--- config.mk ---
export PLATFORM = sky130hd
export DESIGN_NAME = pcs_receive_wide
export DESIGN_NICKNAME = d
export VERILOG_FILES = /design/src/rtl/pcs_receive_wide_pkg.sv /design/src/rtl/pcs_rx_decoder.sv /design/src/rtl/pcs_receive_wide.sv
export SDC_FILE = /design/constraint.sdc
export NUM_CORES = 1
export LEC_CHECK = 0
export ABC_CLOCK_PERIOD_IN_PS = 2800
export CAP_MARGIN = 20
export CORE_ASPECT_RATIO = 0.5
export CORE_MARGIN = 1
export CORE_UTILIZATION = 56
export DETAILED_ROUTE_END_ITERATION = 10
export PLACE_DENSITY = 0.89
export SLEW_MARGIN = 20
export SYNTH_ARGS = -nofsm -noshare
export SYNTH_HDL_FRONTEND = slang
export SYNTH_SLANG_ARGS = --single-unit
--- constraint.sdc ---
create_clock -name clk -period 2.8 [get_ports clk]
set_input_delay 0.28 -clock clk [delete_from_list [all_inputs] [get_ports clk]]
set_output_delay 0.28 -clock clk [all_outputs]
set_load 0.01 [all_outputs]
--- src/rtl/pcs_receive_wide_pkg.sv ---
// Shared constants for the wide PCS receive path: FSM state encodings and 10b code-groups.
// Code-groups are written abcdei_fghj with bit 'a' as the MSB.
package pcs_receive_wide_pkg;

    localparam logic [2:0] StWaitK   = 3'd0;
    localparam logic [2:0] StRxK     = 3'd1;
    localparam logic [2:0] StIdleD   = 3'd2;
    localparam logic [2:0] StReceive = 3'd3;
    localparam logic [2:0] StTriRr   = 3'd4;
    localparam logic [2:0] StRxErr   = 3'd5;

    localparam logic [9:0] K285Neg = 10'b001111_1010;
    localparam logic [9:0] K285Pos = 10'b110000_0101;
    localparam logic [9:0] K277Neg = 10'b110110_1000;
    localparam logic [9:0] K277Pos = 10'b001001_0111;
    localparam logic [9:0] K297Neg = 10'b101110_1000;
    localparam logic [9:0] K297Pos = 10'b010001_0111;
    localparam logic [9:0] K237Neg = 10'b111010_1000;
    localparam logic [9:0] K237Pos = 10'b000101_0111;

    localparam logic [7:0] Preamble = 8'h55;

    function automatic logic is_code(input logic [9:0] code, input logic [9:0] rd_neg,
                                     input logic [9:0] rd_pos);
        return (code == rd_neg) || (code == rd_pos);
    endfunction

endpackage

--- src/rtl/pcs_rx_decoder.sv ---
// Combinational 10b-to-8b lookup; disparity is not tracked, so either running-disparity form
// of a code-group decodes to the same octet.
module pcs_rx_decoder (
    input  logic [9:0] i_code,
    output logic       o_valid,
    output logic       o_is_k,
    output logic [7:0] o_octet
);

    logic [5:0] w_six;
    logic [3:0] w_four;
    logic [3:0] w_four_adj;
    logic       w_v5;
    logic       w_v3;
    logic [4:0] w_x;
    logic [2:0] w_y;
    logic       w_k28;
    logic       w_k7;

    assign w_six  = i_code[9:4];
    assign w_four = i_code[3:0];

    always_comb begin
        w_v5 = 1'b1;
        w_x  = 5'd0;
        case (w_six)
            6'b100111, 6'b011000: w_x = 5'd0;
            6'b011101, 6'b100010: w_x = 5'd1;
            6'b101101, 6'b010010: w_x = 5'd2;
            6'b110001:            w_x = 5'd3;
            6'b110101, 6'b001010: w_x = 5'd4;
            6'b101001:            w_x = 5'd5;
            6'b011001:            w_x = 5'd6;
            6'b111000, 6'b000111: w_x = 5'd7;
            6'b111001, 6'b000110: w_x = 5'd8;
            6'b100101:            w_x = 5'd9;
            6'b010101:            w_x = 5'd10;
            6'b110100:            w_x = 5'd11;
            6'b001101:            w_x = 5'd12;
            6'b101100:            w_x = 5'd13;
            6'b011100:            w_x = 5'd14;
            6'b010111, 6'b101000: w_x = 5'd15;
            6'b011011, 6'b100100: w_x = 5'd16;
            6'b100011:            w_x = 5'd17;
            6'b010011:            w_x = 5'd18;
            6'b110010:            w_x = 5'd19;
            6'b001011:            w_x = 5'd20;
            6'b101010:            w_x = 5'd21;
            6'b011010:            w_x = 5'd22;
            6'b111010, 6'b000101: w_x = 5'd23;
            6'b110011, 6'b001100: w_x = 5'd24;
            6'b100110:            w_x = 5'd25;
            6'b010110:            w_x = 5'd26;
            6'b110110, 6'b001001: w_x = 5'd27;
            6'b001110:            w_x = 5'd28;
            6'b101110, 6'b010001: w_x = 5'd29;
            6'b011110, 6'b100001: w_x = 5'd30;
            6'b101011, 6'b010100: w_x = 5'd31;
            6'b001111, 6'b110000: w_x = 5'd28;
            default:              w_v5 = 1'b0;
        endcase
    end

    // K28 with RD+ carries the complemented 4b code, so fold it back onto the data table.
    assign w_four_adj = (w_six == 6'b110000) ? ~w_four : w_four;

    always_comb begin
        w_v3 = 1'b1;
        w_y  = 3'd0;
        case (w_four_adj)
            4'b1011, 4'b0100:                   w_y = 3'd0;
            4'b1001:                            w_y = 3'd1;
            4'b0101:                            w_y = 3'd2;
            4'b1100, 4'b0011:                   w_y = 3'd3;
            4'b1101, 4'b0010:                   w_y = 3'd4;
            4'b1010:                            w_y = 3'd5;
            4'b0110:                            w_y = 3'd6;
            4'b1110, 4'b0001, 4'b0111, 4'b1000: w_y = 3'd7;
            default:                            w_v3 = 1'b0;
        endcase
    end

    assign w_k28 = (w_six == 6'b001111) || (w_six == 6'b110000);
    assign w_k7  = ((w_six == 6'b111010) || (w_six == 6'b000101) ||
                    (w_six == 6'b110110) || (w_six == 6'b001001) ||
                    (w_six == 6'b101110) || (w_six == 6'b010001) ||
                    (w_six == 6'b011110) || (w_six == 6'b100001)) &&
                   ((w_four == 4'b1000) || (w_four == 4'b0111));

    assign o_valid = w_v5 & w_v3;
    assign o_is_k  = w_k28 | w_k7;
    assign o_octet = {w_y, w_x};

endmodule

--- src/rtl/pcs_receive_wide.sv ---
// PCS receive FSM packing decoded octets into BYTES-wide words.
// Define RX_STATS_EN to add saturating pkt_count/err_count statistics outputs.
module pcs_receive_wide
    import pcs_receive_wide_pkg::*;
#(
    parameter int unsigned BYTES = 2,
    parameter int unsigned CNT_W = 16
) (
    input  logic                 clk,
    input  logic                 reset,
    input  logic [10:0]          SUDI,
    input  logic                 sync_status,
    output logic [8*BYTES-1:0]   RXD,
    output logic [BYTES-1:0]     RX_BE,
    output logic                 RX_DV,
    output logic                 RX_ER,
`ifdef RX_STATS_EN
    output logic [CNT_W-1:0]     pkt_count,
    output logic [CNT_W-1:0]     err_count,
`endif
    output logic                 receiving
);

    localparam int unsigned PW = (BYTES > 1) ? $clog2(BYTES) : 1;
    localparam logic [PW-1:0] LastLane = PW'(BYTES - 1);

    if (!(BYTES == 1 || BYTES == 2 || BYTES == 4) || CNT_W == 0) begin : g_param_check
        $error("pcs_receive_wide: unsupported BYTES or CNT_W");
    end

    logic             w_valid;
    logic             w_is_k;
    logic [7:0]       w_octet;
    logic             w_data;
    logic             w_k285;
    logic             w_k277;
    logic             w_k297;
    logic             w_k237;

    pcs_rx_decoder u_decoder (
        .i_code  (SUDI[10:1]),
        .o_valid (w_valid),
        .o_is_k  (w_is_k),
        .o_octet (w_octet)
    );

    assign w_data = w_valid & ~w_is_k;
    assign w_k285 = is_code(SUDI[10:1], K285Neg, K285Pos);
    assign w_k277 = is_code(SUDI[10:1], K277Neg, K277Pos);
    assign w_k297 = is_code(SUDI[10:1], K297Neg, K297Pos);
    assign w_k237 = is_code(SUDI[10:1], K237Neg, K237Pos);

    logic [2:0]         r_state,  w_state_nxt;
    logic [PW-1:0]      r_ptr,    w_ptr_nxt;
    logic [8*BYTES-1:0] r_buf,    w_buf_nxt;
    logic [8*BYTES-1:0] r_rxd,    w_rxd_nxt;
    logic [BYTES-1:0]   r_be,     w_be_nxt;
    logic               r_dv,     w_dv_nxt;
    logic               r_er,     w_er_nxt;
    logic               r_recv,   w_recv_nxt;
    logic               w_acc;
    logic [7:0]         w_acc_oct;
    logic [BYTES-1:0]   w_fill_mask;
    logic [BYTES-1:0]   w_err_mask;

    always_comb begin
        w_fill_mask = '0;
        w_err_mask  = '0;
        for (int i = 0; i < int'(BYTES); i++) begin
            w_fill_mask[i] = (i < int'(r_ptr));
            w_err_mask[i]  = (i <= int'(r_ptr));
        end
    end

    always_comb begin
        w_state_nxt = r_state;
        w_ptr_nxt   = r_ptr;
        w_buf_nxt   = r_buf;
        w_rxd_nxt   = r_rxd;
        w_be_nxt    = '0;
        w_dv_nxt    = 1'b0;
        w_er_nxt    = 1'b0;
        w_recv_nxt  = r_recv;
        w_acc       = 1'b0;
        w_acc_oct   = w_octet;

        if (!sync_status) begin
            w_state_nxt = StWaitK;
            w_ptr_nxt   = '0;
            w_recv_nxt  = 1'b0;
        end else begin
            case (r_state)
                StWaitK: begin
                    if (w_k285 && SUDI[0]) w_state_nxt = StRxK;
                end
                StRxK: begin
                    w_state_nxt = w_data ? StIdleD : StWaitK;
                end
                StIdleD: begin
                    if (w_k285) begin
                        w_state_nxt = StRxK;
                    end else if (w_k277) begin
                        w_state_nxt = StReceive;
                        w_recv_nxt  = 1'b1;
                        w_acc       = 1'b1;
                        w_acc_oct   = Preamble;
                    end
                end
                StReceive: begin
                    if (w_data) begin
                        w_acc = 1'b1;
                    end else if (w_k297) begin
                        w_state_nxt = StTriRr;
                        w_ptr_nxt   = '0;
                        if (r_ptr != '0) begin
                            w_dv_nxt  = 1'b1;
                            w_be_nxt  = w_fill_mask;
                            w_rxd_nxt = r_buf;
                        end
                    end else if (w_k285) begin
                        // An empty partial word still reports the early end as a lone RX_ER.
                        w_state_nxt = StRxK;
                        w_recv_nxt  = 1'b0;
                        w_ptr_nxt   = '0;
                        w_er_nxt    = 1'b1;
                        if (r_ptr != '0) begin
                            w_dv_nxt  = 1'b1;
                            w_be_nxt  = w_fill_mask;
                            w_rxd_nxt = r_buf;
                        end
                    end else begin
                        w_buf_nxt[int'(r_ptr)*8 +: 8] = 8'h00;
                        w_state_nxt = StRxErr;
                        w_recv_nxt  = 1'b0;
                        w_ptr_nxt   = '0;
                        w_dv_nxt    = 1'b1;
                        w_er_nxt    = 1'b1;
                        w_be_nxt    = w_err_mask;
                        w_rxd_nxt   = w_buf_nxt;
                    end
                end
                StTriRr: begin
                    if (w_k285) begin
                        w_state_nxt = StRxK;
                        w_recv_nxt  = 1'b0;
                    end else if (!w_k237) begin
                        w_state_nxt = StRxErr;
                        w_recv_nxt  = 1'b0;
                        w_er_nxt    = 1'b1;
                    end
                end
                StRxErr: begin
                    w_recv_nxt = 1'b0;
                    if (w_k285) w_state_nxt = StRxK;
                end
                default: begin
                    w_state_nxt = StWaitK;
                    w_recv_nxt  = 1'b0;
                    w_ptr_nxt   = '0;
                end
            endcase

            if (w_acc) begin
                w_buf_nxt[int'(r_ptr)*8 +: 8] = w_acc_oct;
                if (r_ptr == LastLane) begin
                    w_ptr_nxt = '0;
                    w_dv_nxt  = 1'b1;
                    w_be_nxt  = '1;
                    w_rxd_nxt = w_buf_nxt;
                end else begin
                    w_ptr_nxt = r_ptr + PW'(1);
                end
            end
        end
    end

    always_ff @(posedge clk) begin
        if (reset) begin
            r_state <= StWaitK;
            r_ptr   <= '0;
            r_buf   <= '0;
            r_rxd   <= '0;
            r_be    <= '0;
            r_dv    <= 1'b0;
            r_er    <= 1'b0;
            r_recv  <= 1'b0;
        end else begin
            r_state <= w_state_nxt;
            r_ptr   <= w_ptr_nxt;
            r_buf   <= w_buf_nxt;
            r_rxd   <= w_rxd_nxt;
            r_be    <= w_be_nxt;
            r_dv    <= w_dv_nxt;
            r_er    <= w_er_nxt;
            r_recv  <= w_recv_nxt;
        end
    end

    assign RXD       = r_rxd;
    assign RX_BE     = r_be;
    assign RX_DV     = r_dv;
    assign RX_ER     = r_er;
    assign receiving = r_recv;

`ifdef RX_STATS_EN
    logic             w_pkt_inc;
    logic [CNT_W-1:0] r_pkt;
    logic [CNT_W-1:0] r_err;

    assign w_pkt_inc = sync_status && (r_state == StReceive) && w_k297;

    always_ff @(posedge clk) begin
        if (reset) begin
            r_pkt <= '0;
            r_err <= '0;
        end else begin
            if (w_pkt_inc && !(&r_pkt)) r_pkt <= r_pkt + CNT_W'(1);
            if (r_er && !(&r_err))      r_err <= r_err + CNT_W'(1);
        end
    end

    assign pkt_count = r_pkt;
    assign err_count = r_err;
`endif

endmodule

### Word-level counts from Yosys, hierarchy flattened

Index checks and enable logic that the tools add are counted.

| storage, ports and cells | value |
|---|---|
| register bits | 41 |
| bits of input ports | 14 |
| output and inout port bits | 21 |
| word-level logic and storage cells | 220 |

| cells by class | value |
|---|---|
| add/sub/neg operators | 2 |
| $lt $le $gt $ge | 2 |
| eq/ne operators | 87 |
| shift-type cells | 3 |
| mux-type cells | 70 |
| bitwise logic cells | 7 |
| reduce and logical (&&, ||, !) cells | 41 |

Operators with widths:

| kind | number |
|---|---|
| $mux 16 | 13 |
| $pmux 5 s31 | 1 |
| $eq 6x6->1 const B | 24 |
| $eq 6x5->1 const B | 14 |
| $reduce_or 48->1 | 1 |
| $eq 6x4->1 const B | 7 |
| $eq 10x10->1 const B | 4 |
| $reduce_or 2->1 | 17 |
| $neg 4->33 | 1 |
| $shift 8x33->16 const A | 1 |
| $shiftx 8x33->16 | 1 |
| $shiftx 8x33->16 const A | 1 |
| $bwmux 16 | 2 |
| $eq 4x4->1 const B | 8 |
| $mux 8 | 4 |
| $mux 1 | 27 |
| $mux 3 | 9 |
| $pmux 3 s7 | 1 |
| $eq 10x8->1 const B | 2 |
| $eq 4x3->1 const B | 5 |
| $eq 6x3->1 const B | 3 |
| $pmux 3 s6 | 1 |
| $mux 2 | 7 |
| $reduce_or 14->1 | 1 |
| 29 further kinds | 57 |

### Longest topological paths before layout

Gate-level depths: netlist of the first run.

| depth | value |
|---|---|
| depth in word-level cells | 18 |
| mapped depth | 9 |
| mapped depth without buffers | 7 |

### Cells and area by module

From an unflattened synthesis of the first run, not the netlist that was laid out.

| second synthesis, totals | value |
|---|---|
| cell total of the unflattened synthesis | 408 |
| area total of the unflattened synthesis | 3,133.0 µm² |

Modules (own cells, without submodules):

| module | times used | cells each | area an instance (µm²) | seq. area each (µm²) |
|---|---|---|---|---|
| pcs_receive_wide | 1 | 264 | 2,203.4 | 800.8 |
| pcs_rx_decoder | 1 | 144 | 929.6 | 0.0 |

### Worst setup path after synthesis of the first run

OpenSTA, ideal clock, no wires.

| path | value |
|---|---|
| path kind | input port to flip-flop |
| start point | in SUDI[3] |
| end point | reg r_rxd[10], in the netlist RXD[10] |
| setup time | 0.122 ns |
| arrival | 1.981 ns |
| data required time | 2.678 ns |
| slack | 0.697 ns |
| stages | 9 |
| path buffers | 2 |
| path through | buf_4 -> nand2b_1 -> or3b_2 -> o32ai_4 -> nor2_4 -> xnor2_1 -> and3_1 -> buf_2 -> a221o_1 |

| on the way | value |
|---|---|
| word-level cells in the longest chain between the ends | 13 |
| elaborated cells between the ends (all ways) | 61 |
| classes of those cells | eq/ne: 22; shift: 1; mux: 24; bitwise: 5; reduce/logical: 9 |

Ends and longest elaborated chain:

| what | line | RTL |
|---|---|---|
| start: declaration | pcs_receive_wide.sv:11 | `input logic [10:0] SUDI,` |
| $not 4->4 | pcs_rx_decoder.sv:65 | `assign w_four_adj = (w_six == 6'b110000) ? ~w_four : w_four;` |
| $mux 4 | pcs_rx_decoder.sv:65 |  |
| $eq 4x4->1 (tied with other cells) | pcs_rx_decoder.sv:70 | `case (w_four_adj)` |
| $reduce_or 4->1 (tied with other cells) | n/a |  |
| $pmux 3 s7 or $mux 1 (tied branches) | pcs_rx_decoder.sv:70 |  |
| $mux 8 or $and 1x1->1 (tied branches) | pcs_receive_wide.sv:102, pcs_rx_decoder.sv:90 |  |
| $mux 8 or $and 1x1->1 (tied branches) | pcs_receive_wide.sv:100, pcs_receive_wide.sv:47 |  |
| $mux 8 or $mux 16 (tied branches) | pcs_receive_wide.sv:92, pcs_receive_wide.sv:110 |  |
| $mux 8 or $mux 16 (tied branches) | pcs_receive_wide.sv:87, pcs_receive_wide.sv:92 |  |
| $shiftx 8x33->16 or $mux 16 (tied branches) | pcs_receive_wide.sv:164, pcs_receive_wide.sv:87 |  |
| $bwmux 16 | pcs_receive_wide.sv:164 | `w_buf_nxt[int'(r_ptr)*8 +: 8] = w_acc_oct;` |
| $mux 16 | pcs_receive_wide.sv:165 | `if (r_ptr == LastLane) begin` |
| $mux 16 * | pcs_receive_wide.sv:163 | `if (w_acc) begin` |
| end signal: assignment | pcs_receive_wide.sv:191 | `r_rxd <= w_rxd_nxt;` |
| end: declaration | pcs_receive_wide.sv:56 | `logic [8*BYTES-1:0] r_rxd, w_rxd_nxt;` |

Every way passes the cells marked *; elsewhere a longest branch is shown, timed or not. The select of a mux whose other input is x is not followed.
A chain may end at the register's enable or synchronous reset.

### Worst setup path after layout of the first run

| path | value |
|---|---|
| start point | in SUDI[9] |
| end point | reg r_buf[6] |

| on the way | value |
|---|---|
| word-level cells in the longest chain between the ends | 17 |
| elaborated cells between the ends (all ways) | 125 |
| classes of those cells | eq/ne: 68; shift: 1; mux: 21; bitwise: 4; reduce/logical: 31 |

Ends and longest elaborated chain:

| what | line | RTL |
|---|---|---|
| branches (longest 16 deep; another with $shiftx 8x33->16) | n/a |  |
| $mux 16 * | pcs_receive_wide.sv:163 |  |
| end signal: assignment | pcs_receive_wide.sv:190 | `r_buf <= w_buf_nxt;` |
| end: declaration | pcs_receive_wide.sv:55 | `logic [8*BYTES-1:0] r_buf, w_buf_nxt;` |

Every way passes the cells marked *. The select of a mux whose other input is x is not followed.

==> summary.md, run 1 <==
| Metric | Value |
|---|---|
| Status | `finished, final reports clean` |
| TNS Setup | `0 ns` |
| Num CTS Buffers | `5` |
| Tot GR Track Use | `28.4%` |
| Via density per instance | `6.64` |
| Crit path capture type | `flop` |
| Max Root-Sink Buffers | `2` |
| Worst hold stages | `1` |
| Register area | `801 um^2` |
| Clock Skew | `0.00517 ns` |
| Synth Cell Area | `2750 um^2` |
| Kind of start point of the critical path | `input pin` |
| Switch Pwr | `0.000341 W` |
| Vias in the first global route | `2501` |
| Pins Over Slew Limit | `0` |
| Via Count | `2873` |
| Die Width | `101 um` |
| CTS tree | `done` |
| Worst-path maximum fanout | `19` |
| Share of cells above drive strength 1 | `14.2%` |
| Worst Reg-to-Reg Cells | `6` |
| Critical Path RT | `3.04 ns` |
| Logic gate share of total power | `16.8%` |
| GR Overflow Total | `0` |
| Core ar. | `4550 um^2` |
| Area growth syn-to-layout | `21.2%` |
| Max Fclk | `382 MHz` |
| DRT iter0 DRCs | `328` |
| Slowest stage delay, CP | `0.59 ns` |
| Num rows | `17` |
| Synth area leader | `dfxtp_1` |
| Global-route wire length before repair | `11700 um` |
| Post-synth EDFFs | `0` |
| Buffers & Inverters on Critical Path | `2` |
| Initial core utilization | `60.5%` |
| Hold_buf cts | `0` |
| Ratio of final minimum period to clock period | `93.6%` |
| Full die area | `5220 um^2` |
| Post-layout util | `73.3%` |
| Fillers | `363` |
| Nets | `380` |
| Reg-to-reg slack, setup | `0.62 ns` |
| Reg power frac | `44.9%` |
| Largest cells by area after synthesis | `dfxtp_1 (29%), a22o_1 (3.8%), a21oi_1 (3.6%)` |
| Tmin final | `2.62 ns` |
| Clk pwr share | `38.2%` |
| Cells after Synth | `330` |
| RSZ-0062 raised after global routing | `no` |
| CP Class | `in -> reg` |
| Most common cell in the synthesized netlist | `dfxtp_1` |
| Post-synth top cells | `dfxtp_1 (40), nand2_1 (22), nor2_1 (21)` |
| # Max-Cap Violations | `0` |
| Seq cells post-synth | `40` |
| Remaining DRCs | `0` |
| Post-synthesis sequential area ratio | `29.1%` |
| Slew @ Worst Pin | `0.591 ns` |
| Pin count of the biggest net entering global routing | `27` |
| Synthesized Nets | `344` |
| ANT cells | `0` |
| Die height | `51.6 um` |
| Placed inst area | `3220 um^2` |
| Clk slew on worst S/H paths | `0.08 ns` |
| Clk_lat worst skew | `0.30 ns` |
| Crit-path leading delay family | `compound AO/OA/AOI/OAI gates` |
| Post-CTS setup buffers | `0` |
| Net Sw Frac | `27.0%` |
| Drt total wl | `7140 um` |
| Final hold vios | `0` |
| CP arrival | `2.86 ns` |
| Footprint of the multi-input gates | `1770 um^2` |
| Detailed placement HPWL | `5370 um` |
| ANT nets after route | `0` |
| Syn_area_per_cell | `8.35 um^2` |
| Pleak | `1.20 nW` |
| Internal | `0.000923 W` |
| Htree depth | `2` |
| Antenna violations before repair | `0` |
| Endpoints failing setup | `0` |
| Maximum VDD drop | `0.000304 V` |
| Crit path cell chain | `clkdlybuf4s50_1, buf_4, nand2_1, a21oi_1, nand4_1, a21oi_2, and2_1, a22o_1` |
| Wirelength per Cell | `16.5 um` |
| Hold endpoint | `r_buf[13]` |
| Synth unique cells | `73` |
| Root buffer selected by CTS | `clkbuf_8` |
| PD cells | `379 nW/um^2` |
| CTS sink cnt | `40` |
| Pwr Total | `0.00126 W` |
| Reg2reg start | `r_state[0]` |
| Detailed Routing Iterations Pass 1 | `5` |
| Terminus of the critical flop-to-flop path | `r_buf[6]` |
| Fin area | `3340 um^2` |
| Slowest stage cell on the critical path | `clkdlybuf4s50_1` |
| Post-CTS sizing | `0` |
| Num ports | `35` |
| Class of the worst hold path | `reg -> reg` |
| Slew margin rel. | `60.5%` |
| Syn. warnings | `0` |
| Async SR Flop Fraction | `0%` |
| GP Congestion | `0.897` |
| Synth top area share | `29.1%` |
| Most common flop cell mapped by yosys | `dfxtp_1` |
| IO Port Bufs | `34` |
| Hold path startpoint | `r_buf[13]` |
-- per-layer routing --
layer  wire length [um]  vias to the layer above  track usage, %
li1                   -                     1334               -
met1               3170                     1347            38.0
met2               3290                      174            47.7
met3                592                       18            4.70
met4                 93                        0            7.97
met5                  0                        -               0
-- cells by family after synthesis --
logic type	share of synthesized area [%]
flops	29.1
buf+inv	6.59
simple gates	28.4
compound gates	34.6
mux	0.772
xor+xnor	0.636
-- layout by cell type (no fill, tap or decap), types with 7 or more instances in the layout --
cell             count
a21oi_1             20
a221o_1              7
a22o_1              12
and2_1              11
buf_4               22
clkdlybuf4s50_1     34
dfxtp_1             40
nand2_1             22
nand2b_1            11
nand3_1              9
nor2_1              21
nor2b_1              8
o21ai_0             15
-- flip-flops by register name (all words and copies together), names as in the netlist --
name / flops
RXD: 16
r_buf: 16
r_state: 3
RX_BE: 1
RX_DV: 1
RX_ER: 1
r_ptr: 1
receiving: 1
-- power by group through the flow --
stage / clock (W) / sequential (W) / combinational, W
final: 0.000483 / 0.000568 / 0.000213
after CTS: 0.000482 / 0.000568 / 0.000208
after detailed placement: 0 / 0.000582 / 0.000207
after global placement: 0 / 0.000582 / 0.000201
after global routing: 0.000508 / 0.000568 / 0.000229
after floorplan: 0 / 0.000582 / 0.000133
-- layout make-up --
type / instances / share of cell area [%]
Multi-Input combinational cell: 255 / 53.1
Timing Repair Buffer: 58 / 16.3
Inverter: 6 / 0.675
Clock inverter: 3 / 1.39
Sequential cell: 40 / 24.0
Clock buffer: 5 / 2.06
Tap cell: 66 / 2.47
-- how the worst max path moves through the flow --
| stage | startpoint | to | slack, ns | cells after the start |
|---|---|---|---|---|
| 6_report | SUDI[9] | r_buf[6] | 0.18 | 8 |
| 5_1_grt | SUDI[9] | RXD[13] | 0.02 | 8 |
| 4_1_cts | SUDI[9] | r_buf[6] | 0.27 | 8 |
| 3_5_place_dp | SUDI[9] | r_buf[6] | 0.01 | 8 |
| 3_3_place_gp | SUDI[9] | RXD[13] | 0.06 | 8 |
| 2_1_floorplan | SUDI[3] | RXD[10] | 0.70 | 9 |
-- metrics by stage --
step           setup WS (ns)  std cells  hold slack (ns)
2_1_floorplan          0.697        330            0.427
4_1_cts                0.271        433            0.460
3_5_place_dp          0.0120        425            0.441
3_3_place_gp          0.0562        425            0.437
5_1_grt               0.0248        433            0.485
6_report               0.179        433            0.459
(Power assumes the default switching activity.)
==> run 2: changes to the inputs <==
- SETUP_SLACK_MARGIN: not set -> 0.1
==> summary.md, run 2 (same netlist as run 1, synthesis figures left out) <==
| Metric | Value |
|---|---|
| Status | `finished, final reports clean` |
| ANT cells | `0` |
| Post-Place Worst Slack | `0.0120 ns` |
| Ratio of final minimum period to clock period | `88.8%` |
| Root buffer selected by CTS | `clkbuf_8` |
| Fillers | `364` |
| Max Root-Sink Buffers | `2` |
| Hold_buf cts | `0` |
| Kind of start point of the critical path | `input pin` |
| Post-Layout Cell Count | `433` |
| Share of cells above drive strength 1 | `14.4%` |
| Reg2reg start | `r_state[0]` |
| Worst hold stages | `1` |
| CTS tree | `done` |
| ANT nets after route | `0` |
| CP arrival | `2.67 ns` |
| Pins Over Slew Limit | `0` |
| Slew @ Worst Pin | `0.604 ns` |
| Initial core utilization | `60.5%` |
| Most common cell after layout, fill and taps aside | `dfxtp_1` |
| Num CTS Buffers | `5` |
| Num rows | `17` |
| GR Overflow Total | `0` |
| Htree depth | `2` |
| Critical Path RT | `2.99 ns` |
| CP Class | `in -> reg` |
| Class of the worst hold path | `reg -> reg` |
| Pleak | `1.20 nW` |
| Tmin final | `2.49 ns` |
| Worst Setup SP | `SUDI[5]` |
| Detailed placement HPWL | `5370 um` |
| Vias in the first global route | `2501` |
| Global-route wire length before repair | `11700 um` |
| RSZ-0062 raised after global routing | `no` |
| Tot GR Track Use | `28.4%` |
| Detailed Routing Iterations Pass 1 | `5` |
| Drt total wl | `7190 um` |
| Max Fclk | `402 MHz` |
| Clk_lat worst skew | `0.30 ns` |
| PD cells | `378 nW/um^2` |
| Full die area | `5220 um^2` |
| Crit path capture type | `flop` |
| # Max-Cap Violations | `0` |
| Via Count | `2855` |
| IO Port Bufs | `34` |
| Endpoints failing setup | `0` |
| Footprint of the multi-input gates | `1780 um^2` |
| Inst Count DP | `425` |
| Pin count of the biggest net entering global routing | `27` |
| Post-CTS setup buffers | `0` |
| Hold path startpoint | `r_buf[13]` |
| Slew margin rel. | `59.6%` |
| Clock Skew | `0.00620 ns` |
| Antenna violations before repair | `0` |
| Register area | `801 um^2` |
| TNS Setup | `0 ns` |
| Remaining DRCs | `0` |
| GP Congestion | `0.897` |
| Nets | `380` |
| DRT iter0 DRCs | `286` |
| Clk slew on worst S/H paths | `0.08 ns` |
| Die height | `51.6 um` |
| CTS sink cnt | `40` |
| Final worst setup slack | `0.314 ns` |
| Worst hold margin | `0.459 ns` |
| Wirelength per Cell | `16.6 um` |
| Final hold vios | `0` |
| Maximum VDD drop | `0.000304 V` |
| Most frequent cells in the layout | `dfxtp_1 (40), clkdlybuf4s50_1 (34), nand2_1 (22), buf_4 (22), nor2_1 (21)` |
| Area growth syn-to-layout | `21.4%` |
| Worst-path maximum fanout | `15` |
| Num ports | `35` |
| Die Width | `101 um` |
| Worst Reg-to-Reg Cells | `6` |
| Via density per instance | `6.59` |
| Core ar. | `4550 um^2` |
-- run 2: changes by cell type in the layout (fill, tap and decap cells not counted) --
cell / delta
a21oi_1: -1
a21oi_2: +1
-- run 2: per-stage QoR --
step | util [%] | total power (W) | cell area, um^2
floorplan | - | 0.000714 | 2750
CTS | 73.3 | 0.00126 | 3340
global route | 73.4 | 0.00131 | 3340
detailed placement | 70.8 | 0.000789 | 3220
finish | 73.4 | 0.00126 | 3340
global placement | 70.8 | 0.000783 | 3220
-- run 2: per-layer routing --
metal  vias up  global-route usage, %  wire length, um
li1       1332                      -                -
met1      1330                   38.0             3170
met2       170                   47.7             3270
met3        23                   4.70              600
met4         0                   7.97              148
met5         -                      0                0
-- run 2: area by class of cell --
class,count,area share (%)
tap,66,2.47
clock inverter,3,1.39
inverter,6,0.674
multi-input combinational,255,53.1
timing repair buffer,58,16.3
clock buffer,5,2.06
sequential,40,24.0
-- run 2: critical path, stage by stage --
cell	delay [ns]
clkdlybuf4s50_1	0.67
nor4b_2	0.42
nand3_1	0.21
a21o_1	0.23
a21oi_2	0.23
a21o_4	0.14
a21oi_4	0.12
a221o_1	0.37
-- run 2: path summary, 6_finish.rpt --
path                                   to  slack (ns)
worst min register to register  r_buf[13]        0.46
worst min-delay path            r_buf[13]        0.46
worst max-delay path              RXD[10]        0.31
worst max register to register   r_buf[6]        0.63
-- run 2: what timing repair did --
item | 4_1_cts | 5_1_grt
resized for setup | 0 | 1
endpoints found under the setup margin | 0 | 5
hold endpoints to repair | 0 | 0
-- run 2: power breakdown --
group / internal (W) / total (W) / switching [W]
clock: 0.000268 / 0.000483 / 0.000214
combinational: 0.0000868 / 0.000213 / 0.000127
sequential: 0.000568 / 0.000568 / 0.000000000135
==> run 3: changes to the inputs <==
- ABC_CLOCK_PERIOD_IN_PS: 2800 -> 2600
- PLACE_DENSITY: 0.89 -> 0.81
- TNS_END_PERCENT: not set -> 5
- clock period: 2.8 -> 2.6 ns (I/O delays scaled with it)
==> summary.md, run 3 (same netlist as run 1, synthesis figures left out) <==
| Metric | Value |
|---|---|
| Status | `finished, final reports clean` |
| Global-route wire length before repair | `12200 um` |
| Max Root-Sink Buffers | `2` |
| Reg-to-reg slack, setup | `0.51 ns` |
| GR Overflow Total | `0` |
| PD cells | `362 nW/um^2` |
| Post-CTS setup buffers | `0` |
| Register area | `801 um^2` |
| Remaining DRCs | `0` |
| Via density per instance | `6.38` |
| Area growth syn-to-layout | `26.6%` |
| Die height | `51.6 um` |
| Hold_buf cts | `0` |
| Maximum VDD drop | `0.000190 V` |
| Slowest stage delay, CP | `0.55 ns` |
| Share of cells above drive strength 1 | `19.7%` |
| Num ports | `35` |
| Wirelength per Cell | `16.3 um` |
| Reg2reg start | `r_state[0]` |
| Clk slew on worst S/H paths | `0.08 ns` |
| Footprint of the multi-input gates | `1780 um^2` |
| Hold endpoint | `r_buf[1]` |
| Slew @ Worst Pin | `0.580 ns` |
| Post-Layout Cell Count | `457` |
| GP Congestion | `0.946` |
| Num rows | `17` |
| Detailed Routing Iterations Pass 1 | `5` |
| Slew margin rel. | `60.8%` |
| Post-CTS sizing | `0` |
| Net Sw Frac | `28.0%` |
| Kind of start point of the critical path | `input pin` |
| Clock Skew | `0.00581 ns` |
| ANT cells | `0` |
| Crit path cell chain | `clkdlybuf4s50_1, and2b_1, o211ai_1, a21oi_1, nand4_1, buf_4, a21o_1, nor3_1, a221o_1` |
| Global-route met1 utilization | `39.7%` |
| Htree depth | `2` |
| Num CTS Buffers | `5` |
| Max Fclk | `409 MHz` |
| Hold path startpoint | `r_buf[1]` |
| CTS sink cnt | `40` |
| Met2 Use GR | `49.1%` |
| Most Crowded Layer GR | `met2` |
| Die Width | `101 um` |
| Worst-path maximum fanout | `9` |
| Class of the worst hold path | `reg -> reg` |
| Pleak | `1.31 nW` |
| IO Port Bufs | `34` |
| Crit path capture type | `flop` |
| Terminus of the critical flop-to-flop path | `RXD[13]` |
| Pin count of the biggest net entering global routing | `23` |
| Root buffer selected by CTS | `clkbuf_8` |
| Initial core utilization | `60.5%` |
| GRT met3 Usage | `6.99%` |
| CTS tree | `done` |
| Via Count | `2914` |
| Drt total wl | `7460 um` |
| Fillers | `353` |
| Pins Over Slew Limit | `0` |
| Critical Path RT | `2.85 ns` |
| Clk_lat worst skew | `0.30 ns` |
| Endpoints failing setup | `0` |
| DRT iter0 DRCs | `267` |
| Placed inst area | `3400 um^2` |
| Fin area | `3490 um^2` |
| Inst Count DP | `450` |
| Final hold vios | `0` |
| # Max-Cap Violations | `0` |
| ANT nets after route | `0` |
| RSZ-0062 raised after global routing | `yes` |
| Worst Reg-to-Reg Cells | `7` |
| Reg power frac | `48.6%` |
| Ratio of final minimum period to clock period | `94.1%` |
| CP arrival | `2.69 ns` |
| Switch Pwr | `0.000353 W` |
| Tot GR Track Use | `30.2%` |
| Vias in the first global route | `2584` |
| Antenna violations before repair | `0` |
| Core ar. | `4550 um^2` |
| Slowest stage cell on the critical path | `clkdlybuf4s50_1` |
| Detailed placement HPWL | `5720 um` |
| Internal | `0.000907 W` |
| CP Class | `in -> reg` |
| Nets | `405` |
| Tmin final | `2.45 ns` |
| Logic gate share of total power | `20.4%` |
| Full die area | `5220 um^2` |
| Worst hold stages | `2` |
| Clk pwr share | `31.1%` |
| Most common cell after layout, fill and taps aside | `buf_4` |
| Most frequent cells in the layout | `buf_4 (48), dfxtp_1 (40), clkdlybuf4s50_1 (34), nand2_1 (22), nor2_1 (21)` |
## run 3: cell count changes in the layout (fill, tap and decap cells not counted)
cell and change:
a221oi_2 +1, buf_12 -1, buf_4 +26, a21oi_2 -1, bufinv_16 -1, a21oi_1 +1
a221oi_1 -1, inv_6 -1, clkinv_2 +1
## run 3: through the flow
step	hold slack, ns	utilization, %	power [W]	setup TNS (ns)	setup WS [ns]
6_report	0.462	76.6	0.00126	0	0.153
5_1_grt	0.479	76.6	0.00132	0	0.00736
4_1_cts	0.465	76.4	0.00126	0	0.172
3_5_place_dp	0.454	74.7	0.000876	-0.852	-0.138
3_3_place_gp	0.434	74.7	0.000866	-0.0444	-0.0444
2_1_floorplan	0.427	-	0.000769	0	0.517
## run 3: power by group through the flow
stage          combinational (W)  clock, W  sequential (W)
2_1_floorplan           0.000143         0        0.000626
3_3_place_gp            0.000240         0        0.000626
3_5_place_dp            0.000250         0        0.000626
4_1_cts                 0.000250  0.000398        0.000612
5_1_grt                 0.000276  0.000429        0.000612
6_report                0.000257  0.000392        0.000612
## run 3: metal layers
layer  up-vias  part of all wire, %
li1       1383                    -
met1      1372                   46
met2       142                   45
met3        17                  7.1
met4         0                  1.8
met5         -                    0
## run 3: worst max path at each step
| stage | start | to |
|---|---|---|
| global placement | SUDI[10] | RXD[10] |
| CTS | SUDI[9] | RXD[13] |
| finish | SUDI[9] | RXD[13] |
| global route | SUDI[9] | RXD[13] |
| detailed placement | SUDI[9] | RXD[13] |
| floorplan | SUDI[3] | RXD[10] |
## run 3: final cells by class
class	count	share of cell area, %
clock buffer	5	1.97
tap	66	2.37
multi-input combinational	255	51.0
timing repair buffer	83	20.7
sequential	40	23.0
clock inverter	2	0.359
inverter	6	0.646
## run 3: critical path: cells and delay by family
family | cells | cell delay [ns]
compound gates | 4 | 0.88
simple gates | 3 | 0.81
buf+inv | 2 | 0.74
